<file path="src/rtl/dm_lsu.sv">
// dm_lsu: load/store unit that sits directly after the ALU.
// The ALU result is the effective address. Each load or store becomes exactly one
// request/acknowledge transaction on the data bus. The unit drives the byte enables,
// replicates store data across the lanes, and zero- or sign-extends load data.
// It holds the CPU in stall until the access completes, errors or times out.
//
// Optional feature macro: LSU_MISALIGN_EXC_EN
//   defined   : a misaligned half/word access is refused without any bus traffic and
//               retires with misalign_o=1.
//   undefined : the offending low address bits are ignored and misalign_o is always 0.
//
// Ports:
//   clk, rstn                  clock (rising edge), asynchronous active-low reset
//   mem_rd_i, mem_wr_i         load/store request, held by the CPU while stall_o=1
//   dm_ctrl_i                  000 word, 001 hu, 010 hs, 011 bu, 100 bs, others = word
//   addr_i, wdata_i            byte address and store data
//   rdata_o                    extended load data, valid while done_o=1
//   stall_o, done_o            pipeline hold, one-cycle completion strobe
//   err_o, misalign_o          bus timeout / misaligned access, valid with done_o
//   bus_req_o ... bus_rdata_i  data bus (request held until bus_ack_i)
//   fsm_state_o                debug view of the FSM state (0 IDLE, 1 REQ, 2 RESP)
//
// Handshake: bus_req_o stays high, with address, enables and write data stable, until
// a cycle in which bus_ack_i=1. That cycle completes the transfer, and on a read
// bus_rdata_i is taken in the same cycle. An ack seen while no request is outstanding
// is ignored.
module dm_lsu #(
  parameter int unsigned TIMEOUT_CYC = 16
) (
  input  logic        clk,
  input  logic        rstn,
  input  logic        mem_rd_i,
  input  logic        mem_wr_i,
  input  logic [2:0]  dm_ctrl_i,
  input  logic [31:0] addr_i,
  input  logic [31:0] wdata_i,
  output logic [31:0] rdata_o,
  output logic        stall_o,
  output logic        done_o,
  output logic        err_o,
  output logic        misalign_o,
  output logic        bus_req_o,
  output logic        bus_we_o,
  output logic [31:0] bus_addr_o,
  output logic [3:0]  bus_be_o,
  output logic [31:0] bus_wdata_o,
  input  logic        bus_ack_i,
  input  logic [31:0] bus_rdata_i,
  output logic [1:0]  fsm_state_o
);

  typedef enum logic [1:0] {IDLE = 2'd0, REQ = 2'd1, RESP = 2'd2} state_t;

  state_t     state;
  logic [7:0] cnt;
  logic [1:0] a_lo;    // latched address offset, used to pick the read lane
  logic       l_half;
  logic       l_byte;
  logic       l_sgn;

  logic       req_c;
  logic       half_c;
  logic       byte_c;
  logic       sgn_c;
  logic       mis_c;
  logic [3:0] be_c;
  logic [31:0] wd_c;
  logic [7:0]  lane_b;
  logic [15:0] lane_h;
  logic [31:0] ext_c;

  assign req_c  = mem_rd_i | mem_wr_i;
  assign half_c = (dm_ctrl_i == 3'b001) | (dm_ctrl_i == 3'b010);
  assign byte_c = (dm_ctrl_i == 3'b011) | (dm_ctrl_i == 3'b100);
  assign sgn_c  = (dm_ctrl_i == 3'b010) | (dm_ctrl_i == 3'b100);

`ifdef LSU_MISALIGN_EXC_EN
  assign mis_c = (half_c & addr_i[0]) | (~half_c & ~byte_c & (addr_i[1:0] != 2'b00));
`else
  assign mis_c = 1'b0;
`endif

  always_comb begin
    be_c = 4'b1111;
    wd_c = wdata_i;
    if (byte_c) begin
      be_c = 4'b0001 << addr_i[1:0];
      wd_c = {4{wdata_i[7:0]}};
    end else if (half_c) begin
      be_c = addr_i[1] ? 4'b1100 : 4'b0011;
      wd_c = {2{wdata_i[15:0]}};
    end
  end

  // Lane select and extension work on the latched offset/size, because the read
  // word arrives several cycles after the request was accepted.
  always_comb begin
    lane_b = bus_rdata_i[{a_lo, 3'b000} +: 8];
    lane_h = a_lo[1] ? bus_rdata_i[31:16] : bus_rdata_i[15:0];
    ext_c  = bus_rdata_i;
    if (l_byte) begin
      ext_c = {{24{l_sgn & lane_b[7]}}, lane_b};
    end else if (l_half) begin
      ext_c = {{16{l_sgn & lane_h[15]}}, lane_h};
    end
  end

  // The stall request is combinational in IDLE so that the PC holds in the accept
  // cycle. It is gated by rstn so that it also drops immediately during reset.
  assign stall_o     = rstn & (((state == IDLE) & req_c) | (state == REQ));
  assign fsm_state_o = state;

  always_ff @(posedge clk or negedge rstn) begin
    if (!rstn) begin
      state       <= IDLE;
      cnt         <= 8'd0;
      a_lo        <= 2'b00;
      l_half      <= 1'b0;
      l_byte      <= 1'b0;
      l_sgn       <= 1'b0;
      rdata_o     <= 32'd0;
      done_o      <= 1'b0;
      err_o       <= 1'b0;
      misalign_o  <= 1'b0;
      bus_req_o   <= 1'b0;
      bus_we_o    <= 1'b0;
      bus_addr_o  <= 32'd0;
      bus_be_o    <= 4'd0;
      bus_wdata_o <= 32'd0;
    end else begin
      done_o <= 1'b0;
      case (state)
        IDLE: begin
          if (req_c) begin
            bus_addr_o  <= {addr_i[31:2], 2'b00};
            bus_be_o    <= be_c;
            bus_wdata_o <= wd_c;
            bus_we_o    <= mem_wr_i;   // rd and wr together count as a write
            a_lo        <= addr_i[1:0];
            l_half      <= half_c;
            l_byte      <= byte_c;
            l_sgn       <= sgn_c;
            cnt         <= 8'd0;
            err_o       <= 1'b0;
            if (mis_c) begin
              state      <= RESP;
              done_o     <= 1'b1;
              misalign_o <= 1'b1;
              rdata_o    <= 32'd0;
            end else begin
              state     <= REQ;
              bus_req_o <= 1'b1;
            end
          end
        end
        REQ: begin
          cnt <= cnt + 8'd1;
          if (bus_ack_i) begin
            // An ack in the same cycle as the timeout still counts as a success.
            state     <= RESP;
            bus_req_o <= 1'b0;
            done_o    <= 1'b1;
            rdata_o   <= ext_c;
          end else if (cnt == 8'(TIMEOUT_CYC - 1)) begin
            state     <= RESP;
            bus_req_o <= 1'b0;
            done_o    <= 1'b1;
            err_o     <= 1'b1;
            rdata_o   <= 32'd0;
          end
        end
        RESP: begin
          // The instruction retires here, so a request still held is not reissued.
          state      <= IDLE;
          err_o      <= 1'b0;
          misalign_o <= 1'b0;
        end
        default: state <= IDLE;
      endcase
    end
  end

endmodule

</file>
<file path="config.mk">
export PLATFORM = sky130hd
export DESIGN_NAME = dm_lsu
export DESIGN_NICKNAME = d
export VERILOG_FILES = /design/src/rtl/dm_lsu.sv
export SDC_FILE = /design/constraint.sdc
export NUM_CORES = 1
export LEC_CHECK = 0
export CAP_MARGIN = 20
export CORE_MARGIN = 3
export CORE_UTILIZATION = 44
export DETAILED_ROUTE_END_ITERATION = 10
export PLACE_DENSITY = 0.92
export SETUP_SLACK_MARGIN = 0.1
export SLEW_MARGIN = 25
export SYNTH_ARGS = -nofsm -noshare
export SYNTH_HDL_FRONTEND = slang
export SYNTH_SLANG_ARGS = --single-unit
</file>
<file path="constraint.sdc">
create_clock -name clk -period 2.3 [get_ports clk]
set_input_delay 0.46 -clock clk [delete_from_list [all_inputs] [get_ports clk]]
set_output_delay 0.46 -clock clk [all_outputs]
set_load 0.02 [all_outputs]
</file>
==> flow_metrics.py <==
metrics = {
    "status": {
        "status": "completed",
    },
    "detailed_routing": {
        "wl_um": 17900,
        "vias_per_cell": 5.716,
        "vias": 5236,
        "first_iter_violations": 480,
        "dr.pass1.iters": 5,
        "wire_per_inst_um": 19.54,
        "ant_nets": 0,
        "drc": 0,
    },
    "finish": {
        "area_growth_syn_to_layout_pct": 53.14,
        "fin_nets": 867,
        "fin_util_pct": 70.60,
        "final_layout_size_suffix_gt1_share_pct": 8.150,
        "antenna_cells": 0,
        "final_design_area_no_fill_mm2": 0.008268,
        "final_common_cell": "clkdlybuf4s50_1",
        "mostFrequentLayoutCells": "206 x clkdlybuf4s50_1, 178 x nand2_1, 117 x dfrtp_1, 49 x o21ai_0, 25 x mux2i_1",
    },
    "synthesis": {
        "synth_compound_area_share_pct": 15.16,
        "synth_edf_count": 0,
        "synthCells": 546,
        "syn_area_mm2": 0.005399,
        "synth_xor_area_share_pct": 0.3244,
        "synth-async-reset-ratio_pct": 100.0,
        "ys_warn_count": 0,
        "avgSynthCellArea_um2": 9.888,
        "synthDistinctLibCells": 48,
        "synth_fa_ha_area_share_pct": 0.4171,
        "synth_top_family_by_area": "simple AND/OR/NAND/NOR gates",
        "muxShareOfSynthArea_pct": 8.598,
        "synthSimpleGateAreaFrac_pct": 17.24,
        "synthFlopType": "dfrtp_1",
        "ys_seq_area_share_pct": 54.23,
        "synth.ff_latch_count": 117,
    },
    "timing": {
        "fmax_mhz": 479.8,
        "maxSlewHeadroom_pct": 56.49,
        "fin_skew_ns": 0.007936,
        "setup_viol": 0,
        "min_period_ns": 2.084,
        "hold_viol": 0,
        "setup_tns_ns": 0,
        "rsz0062_at_grt": "false",
        "worst_slew_pin_slew_ns": 0.6526,
        "fin_crit_sh_pct": 90.62,
        "drv_slew": 0,
    },
    "worst_setup_path": {
        "cp_top_family": "simple AND/OR/NAND/NOR gates",
        "startpoint_type": "flop",
        "slowest_stage": "or4_4",
        "endpoint_kind": "flop",
        "path_class": "reg -> reg",
        "cpPeakStageDelay_ns": 0.57,
        "worst-path-buf-inv": 1,
        "crit_chain": "or4_4 > o21bai_2 > nand2_2 > buf_4 > a221o_1",
        "path_max_fanout": 18,
        "required_ns": 2.58,
        "cp_data_arrival_time_ns": 2.37,
    },
    "global_routing": {
        "grt_max_degree": 118,
        "grt_pass1_vias": 5453,
        "grt_pass1_wl_um": 27590,
        "grt.overflow.total": 0,
        "grt_usage_pct": 26.55,
        "antenna_found_initial": 0,
    },
    "floorplanning": {
        "die_height_um": 116.8,
        "core_area_mm2": 0.01171,
        "rows": 39,
        "die_x_um": 116.8,
        "start_util_pct": 46.10,
        "io_pins": 212,
        "fp.dieArea_mm2": 0.01364,
    },
    "placed_design": {
        "dp_hpwl_um": 12720,
        "place_congestion": 0.9178,
        "placed_area_mm2": 0.007715,
        "numPortBuffers": 208,
    },
    "clock_tree": {
        "htree_num_levels": 4,
        "clkTransAtPathRegs_ns": 0.05,
        "cts_tree": "built",
        "clk_latency_ns": 0.41,
        "numCtsBuffers": 17,
        "clockRootBuffer": "clkbuf_16",
        "cts_sinks": 117,
        "clockBufferDepth": 2,
    },
    "hold_path": {
        "hold_class": "in -> async",
    },
    "power_and_ir_drop": {
        "ir_worst_vdd_v": 0.0008722,
        "p_per_area_mw_per_mm2": 1419,
        "power.leakage_uw": 0.003843,
    },
    "job": {
        "drv_cap": 0,
    },
}
logic make-up after synthesis:
family / after synthesis
and+or+nand+nor: 225
DFF: 117
AOI/OAI and AO/OA: 116
buffers and inverters: 48
muxes: 35
adders and majority gates: 2
xor gates and xnor gates: 2
other: 1
Yosys cell counts (all sizes together), types with 7 or more instances:
cell type / count / share of area (%)
a211oi: 7 / 0.97
a221o: 16 / 3.0
a22o: 10 / 1.6
a31oi: 9 / 1.0
and3: 10 / 1.2
buf: 11 / 1.4
clkbuf: 23 / 1.6
dfrtp: 117 / 54
inv: 13 / 0.90
mux2i: 25 / 4.6
mux4: 7 / 3.3
nand2: 180 / 13
nor2: 15 / 1.0
o21ai: 50 / 4.6
o221ai: 8 / 1.3
state kept, by name (all words and copies together) (netlist names), 2 cells and up:
register     cells
bus_wdata_o     32
cnt              8
fsm_state_o      2
rdata_o         32
bus_addr_o      30
bus_be_o         4
a_lo             2
what timing repair did:
action	CTS	global route
gates resized for setup	3	1
buffers inserted	0	0
setup endpoints to repair	1	1
hold buffers	0	0
layout make-up:
| type | instances | area (um2) |
|---|---|---|
| flip-flops and latches | 117 | 2928 |
| clock buffers | 26 | 509.2 |
| multi-input cells | 383 | 2272 |
| well taps | 143 | 178.9 |
| clock inverters | 4 | 45.04 |
| fillers | 830 | 3443 |
| repair buffers | 229 | 2282 |
| inverters | 14 | 52.55 |
report_power, final:
part / switching (uW) / internal (uW)
Sequential: 596 / 2990
Clock: 870 / 1610
Combinational: 3050 / 2620
Total: 4520 / 7220
metal layers:
metal,GRT usage [%],vias up,routed length [um]
met2,44.86,312,8983
met3,9.306,42,1925
met1,30.28,2543,6533
met4,12.31,0,455
li1,-,2339,-
met5,0,-,0
metrics by stage:
stage | cells | total power (uW) | hold WS [ns] | setup WS [ns]
floorplan | 548 | 6445 | 0.1644 | 0.4550
global placement | 886 | 9025 | 0.4573 | -0.1353
detailed placement | 886 | 9243 | 0.4614 | -0.1534
CTS | 916 | 11820 | 0.1826 | 0.1177
global route | 916 | 12380 | 0.2111 | 0.1197
finish | 916 | 11730 | 0.1383 | 0.2156
worst paths after layout:
| kind | start | to | slack (ns) | cells past startpoint |
|---|---|---|---|---|
| max in group asynchronous | rstn | rdata_o[13] | 1.65 | 2 |
| hold reg to reg | bus_addr_o[10] | bus_addr_o[10] | 0.47 | 2 |
| hold / removal | rstn | err_o | 0.14 | 2 |
| setup / recovery | cnt[6] | rdata_o[21] | 0.22 | 5 |
| min in group clk | bus_addr_o[10] | bus_addr_o[10] | 0.47 | 2 |
| setup reg to reg | cnt[6] | rdata_o[21] | 0.22 | 5 |
No activity file was read; power rests on OpenSTA's default activity.
